--- config.mk ---
export PLATFORM = sky130hd
export DESIGN_NAME = branch_predictor
export DESIGN_NICKNAME = d
export VERILOG_FILES = /design/src/rtl/riscv_pkg.sv /design/src/rtl/bp_sat_counter.sv /design/src/rtl/branch_predictor.sv
export SDC_FILE = /design/constraint.sdc
export NUM_CORES = 2
export LEC_CHECK = 0
export CAP_MARGIN = 30
export CORE_ASPECT_RATIO = 1.4
export CORE_MARGIN = 4
export CORE_UTILIZATION = 62
export CTS_CLUSTER_DIAMETER = 30
export DETAILED_ROUTE_END_ITERATION = 7
export PLACE_DENSITY = 0.78
export SLEW_MARGIN = 40
export SYNTH_ARGS = -nofsm -noshare
export SYNTH_HDL_FRONTEND = slang
export SYNTH_SLANG_ARGS = --single-unit
--- constraint.sdc ---
create_clock -name clk -period 5.21 [get_ports clk]
set_clock_uncertainty 0.15 [all_clocks]
set_input_delay 0.521 -clock clk [delete_from_list [all_inputs] [get_ports clk]]
set_output_delay 0.521 -clock clk [all_outputs]
set_load 0.02 [all_outputs]
--- src/rtl/riscv_pkg.sv ---
// Shared types and constants for the IF-stage branch predictor.
// Contains no logic and no storage.
// The BTB entry layout, the BHT counter width and the counter reset value live here.
package riscv_pkg;

  localparam int unsigned BHT_CTR_W = 2;
  localparam logic [BHT_CTR_W-1:0] BHT_CTR_RESET = 2'b01;

  // Tags are stored zero-extended to a fixed width so the entry type does not
  // depend on the BTB depth chosen by the instantiating module.
  localparam int unsigned BTB_TAG_W = 32;

  typedef struct packed {
    logic                 valid;
    logic [BTB_TAG_W-1:0] tag;
    logic [31:0]          target;
  } btb_entry_t;

endpackage

--- src/rtl/bp_sat_counter.sv ---
// One 2-bit saturating direction counter for a single BHT entry.
// Latency: a training pulse is visible on ctr_o one cycle later.
// Backpressure: none; en_i is a single-cycle training strobe.
module bp_sat_counter
  import riscv_pkg::*;
(
  input  logic                 clk_i,
  input  logic                 rst_ni,
  input  logic                 en_i,
  input  logic                 inc_i,
  output logic [BHT_CTR_W-1:0] ctr_o
);

  logic [BHT_CTR_W-1:0] ctr_q;
  logic [BHT_CTR_W-1:0] ctr_d;

  // Step toward taken or not-taken, holding at either end of the range.
  always_comb begin
    ctr_d = ctr_q;
    if (en_i) begin
      if (inc_i && (ctr_q != 2'b11)) begin
        ctr_d = ctr_q + 2'b01;
      end else if (!inc_i && (ctr_q != 2'b00)) begin
        ctr_d = ctr_q - 2'b01;
      end
    end
  end

  // Counter register; reset leaves it weakly not-taken.
  always_ff @(posedge clk_i or negedge rst_ni) begin
    if (!rst_ni) begin
      ctr_q <= BHT_CTR_RESET;
    end else begin
      ctr_q <= ctr_d;
    end
  end

  assign ctr_o = ctr_q;

endmodule

--- src/rtl/branch_predictor.sv ---
// Direct-mapped BTB (jalr targets) plus a BHT of 2-bit counters, looked up on the fetch PC.
// Latency: lookup is combinational; table writes are visible the cycle after they are applied.
// Backpressure: none; updates from EX are accepted every cycle. A same-cycle write is not bypassed.
module branch_predictor
  import riscv_pkg::*;
#(
  parameter int unsigned BTB_ENTRIES = 16,
  parameter int unsigned BHT_ENTRIES = 64
) (
  input  logic        clk,
  input  logic        reset_n,
  input  logic        pc_valid_if,
  input  logic [31:0] pc_if,
  input  logic        instr_jal_if,
  input  logic        instr_branch_if,
  input  logic [31:0] direct_target_if,
  output logic        predict_taken_if,
  output logic [31:0] predict_target_if,
  output logic        btb_hit_if,
  input  logic        btb_flush,
  input  logic        btb_update,
  input  logic        btb_invalid,
  input  logic [31:0] btb_pc,
  input  logic [31:0] btb_target,
  input  logic        bht_updata,
  input  logic [31:0] bht_pc,
  input  logic        bht_taken
);

  localparam int unsigned BTB_IDX_W = $clog2(BTB_ENTRIES);
  localparam int unsigned BHT_IDX_W = $clog2(BHT_ENTRIES);

  // Zero-extended tag: everything above the halfword offset and the index.
  function automatic logic [BTB_TAG_W-1:0] tag_of(input logic [31:0] pc);
    return {{(BTB_IDX_W + 1){1'b0}}, pc[31:BTB_IDX_W+1]};
  endfunction

  btb_entry_t btb_q [BTB_ENTRIES];
  btb_entry_t btb_d [BTB_ENTRIES];

  logic [BHT_CTR_W-1:0] bht_ctr [BHT_ENTRIES];

  logic [BTB_IDX_W-1:0] lk_btb_idx;
  logic [BHT_IDX_W-1:0] lk_bht_idx;
  logic [BTB_IDX_W-1:0] up_btb_idx;
  logic [BHT_IDX_W-1:0] up_bht_idx;
  logic [BTB_TAG_W-1:0] up_tag;
  btb_entry_t           lk_ent;

  assign lk_btb_idx = pc_if[BTB_IDX_W:1];
  assign lk_bht_idx = pc_if[BHT_IDX_W:1];
  assign up_btb_idx = btb_pc[BTB_IDX_W:1];
  assign up_bht_idx = bht_pc[BHT_IDX_W:1];
  assign up_tag     = tag_of(btb_pc);
  assign lk_ent     = btb_q[lk_btb_idx];

  // PCs are halfword aligned and the BHT is untagged, so these bits carry no information.
  logic unused_pc_bits;
  assign unused_pc_bits = ^{pc_if[0], btb_pc[0], bht_pc[0], bht_pc[31:BHT_IDX_W+1]};

  // BTB next state: flush beats invalidate, invalidate (on tag match) beats update.
  always_comb begin
    btb_d = btb_q;
    if (btb_flush) begin
      for (int i = 0; i < BTB_ENTRIES; i++) begin
        btb_d[i].valid = 1'b0;
      end
    end else if (btb_invalid && (btb_q[up_btb_idx].tag == up_tag)) begin
      btb_d[up_btb_idx].valid = 1'b0;
    end else if (btb_update) begin
      btb_d[up_btb_idx].valid  = 1'b1;
      btb_d[up_btb_idx].tag    = up_tag;
      btb_d[up_btb_idx].target = btb_target;
    end
  end

  // BTB storage as flops so that reset clears every entry at once.
  always_ff @(posedge clk or negedge reset_n) begin
    if (!reset_n) begin
      for (int i = 0; i < BTB_ENTRIES; i++) begin
        btb_q[i] <= '0;
      end
    end else begin
      btb_q <= btb_d;
    end
  end

  // One saturating counter per BHT entry; only the indexed counter is trained.
  for (genvar g = 0; g < BHT_ENTRIES; g++) begin : g_bht
    bp_sat_counter u_ctr (
      .clk_i  (clk),
      .rst_ni (reset_n),
      .en_i   (bht_updata && (up_bht_idx == BHT_IDX_W'(g))),
      .inc_i  (bht_taken),
      .ctr_o  (bht_ctr[g])
    );
  end

  // Redirect selection: BTB hit, then JAL, then the BHT counter for branches.
  always_comb begin
    btb_hit_if        = pc_valid_if && lk_ent.valid && (lk_ent.tag == tag_of(pc_if));
    predict_taken_if  = 1'b0;
    predict_target_if = direct_target_if;
    if (btb_hit_if) begin
      predict_taken_if  = 1'b1;
      predict_target_if = lk_ent.target;
    end else if (instr_jal_if) begin
      predict_taken_if  = pc_valid_if;
    end else if (instr_branch_if) begin
      predict_taken_if  = pc_valid_if && bht_ctr[lk_bht_idx][1];
    end
  end

endmodule

==> results.cfg <==
[logic_synthesis]
yosys-top-cells-count = dfrtp_1 (1024), mux2_2 (835), mux4_2 (364)
synth_ff_type = dfrtp_1
ys_seq_area_frac = 0.491
yosys.cell_count.top_type = dfrtp_1
avgSynthCellArea_sq_um = 14.0
ys_types = 64
synth.area.top_cells = dfrtp_1 (46%), mux2_2 (17%), mux4_2 (15%)
synth.cell_area_sq_mm = 0.0556
yosys.area.top_type = dfrtp_1
syn_nets = 4156
postSynthCellCount = 3986
yosys_warnings = 0
synth_edf_count = 0
ys_async_sr_fraction = 1.00
ys_ff_latch = 1088
synth_top_area_frac = 0.461

[clocking]
clock_latency_ns = 0.78
cts.path.max_buffers = 3
clk_pin_slew_worst_paths_ns = 0.06
cts-root-buf = clkbuf_16
cts_max_level = 4
cts_buffers = 166
cts_tree = yes
clock-sinks = 1088

[placement]
hpwl_mm = 95.3
dp.cells = 5193
dpl-instance-area_sq_mm = 0.0597
io_buffers = 175
place.gp.congestion = 0.893

[setup_path]
cp_data_required_time_ns = 4.54
cp_top_family = buffers and inverters
cp-endpoint = predict_target_if[7]
critical_path_depth = 13
crit_top_cell = buf_4
path_cells = mux4_2, nor2b_1, a211oi_1, a21oi_1, buf_4, xnor2_1, nand4_1, nor4_2, buf_4, and3_2, buf_12, mux2_2, dlygate4sd2_1
reg2reg_slack_ns = 1.09
cp_max_fo = 31
rr_endpoint = btb_q[434]
slowest_delay_ns = 0.46
start_kind = register
crit_buf_inv = 4
crit_path_end_kind = output port
r2r_start = btb_q[623]
crit_type = register to output port
critical_path_arrival_ns = 4.36
slowest_stage = mux4_2
r2r_cells = 13
cp-startpoint = btb_q[636]

[floorplanning]
die_w_um = 261
initial_core_util = 0.627
io_pins = 204
num_rows = 129
design.die.area_sq_mm = 0.0946
die_h_um = 362
core_area_sq_mm = 0.0888

[final_layout]
drive_gt1_frac = 0.416
multi_input_area_sq_mm = 0.0267
area_delta_synth_final_pct = 18.4
instances_no_fill = 5514
fin_area_sq_mm = 0.0659
utilization = 0.742
fillers = 5361
final_nets = 4355
layout.area.seq_sq_mm = 0.0273

[routing]
num_vias = 36728
detail_route.iter0.violations = 2993
ant_nets = 0
vias_per_cell = 6.66
routed_wirelength_mm = 150
wl_per_cell_um = 27.3
dr.pass1.iters = 5
drc = 0

[timing]
hold_violations = 0
post-route-min-period_ns = 5.03
setup_viol = 0
rsz0062_at_grt = no
min_period_over_period = 0.966
slew_headroom = 0.459
max_freq_mhz = 199
final.setup.tns_ns = 0
holdWs_ns = 0.201
drv_slew = 0
worstMarginPinSlew_ns = 0.811

[global_routing]
antenna_found_initial = 7
grt_pass1_wl_mm = 233
grt_pass1_vias = 39130
grt_max_degree = 150
grt_usage = 0.322
overflow = 0

[pwr]
ir_drop_mv = 0.336
cellPowerDensity_mw_per_mm2 = 412
leakage_nw = 28.4

[worst_hold_path]
hold_class = input pin to asynchronous set/reset pin

[flow_run]
cap_viol_max_count = 0

[run_status]
status = finished clean
-- placed cells by master (no fill, tap or decap), drive strengths merged, types with 39 or more instances in the layout --
cell,netlist,routed
nand2,170,170
mux2,995,995
clkinv,2,40
dfrtp,1024,1024
mux4,364,364
inv,12,40
mux2i,128,128
clkbuf,155,206
buf,189,206
nor2,118,118
a21oi,149,149
o21ai,232,232
dfstp,64,64
a31oi,39,39
clkdlybuf4s50,0,135
-- worst min-delay path by stage --
stage	startpoint	endpoint	slack, ns	depth (start not counted)
after global placement	btb_q[356]	btb_q[356]	0.32	1
after CTS	reset_n	g_bht[0].u_ctr.ctr_o[1]	0.18	2
after global routing	reset_n	g_bht[0].u_ctr.ctr_o[1]	0.24	2
after floorplan	reset_n	btb_q[0]	0.08	0
final	reset_n	g_bht[0].u_ctr.ctr_o[1]	0.20	2
after detailed placement	btb_q[226]	btb_q[226]	0.33	1
-- cell families after synthesis --
kind of cell / synth area share
AOI/OAI and AO/OA: 0.0555
xor gates and xnor gates: 0.00929
buffers and inverters: 0.0329
DFF: 0.491
muxes: 0.372
and+or+nand+nor: 0.0397
-- flip-flops by register name, summed over array words and instances, names as in the netlist --
| name | flops |
|---|---|
| g_bht.u_ctr.ctr_o | 128 |
| btb_q | 960 |
-- cell type report --
| cell class | count | share of cell area |
|---|---|---|
| flip-flops and latches | 1088 | 0.415 |
| multi-input cells | 2540 | 0.405 |
| clock buffers | 205 | 0.0687 |
| repair buffers | 375 | 0.0651 |
| clock inverters | 107 | 0.0233 |
| well taps | 1179 | 0.0224 |
| inverters | 14 | 0.000836 |
| diodes | 6 | 0.000228 |
-- per-layer routing --
layer	global-route usage	up-vias	wire length, um
li1	-	15543	-
met1	0.416	19322	57200
met2	0.533	1462	75700
met3	0.0673	399	10700
met4	0.141	2	6710
met5	0	-	13
-- what timing repair did --
item,in CTS,in global routing
hold buffers,1,0
endpoints found under the setup margin,31,1
endpoints found under the hold margin,62,0
setup buffers,0,0
gates cloned,0,0
gates resized for setup,32,2
-- per-stage QoR --
| stage | setup slack, ns | total power, mW |
|---|---|---|
| after global placement | 0.0610 | 15.0 |
| after detailed placement | -0.0170 | 15.2 |
| final | 0.179 | 27.2 |
| after global routing | 0.0457 | 28.1 |
| after CTS | 0.0872 | 27.2 |
| after floorplan | 0.791 | 13.8 |
-- report_power, final --
part	switching, mW	total (mW)	internal, mW
logic	1.75	4.23	2.48
registers	0.991	11.0	9.98
clock network	4.33	11.9	7.62
total	7.07	27.2	20.1
(Power assumes the default switching activity.)
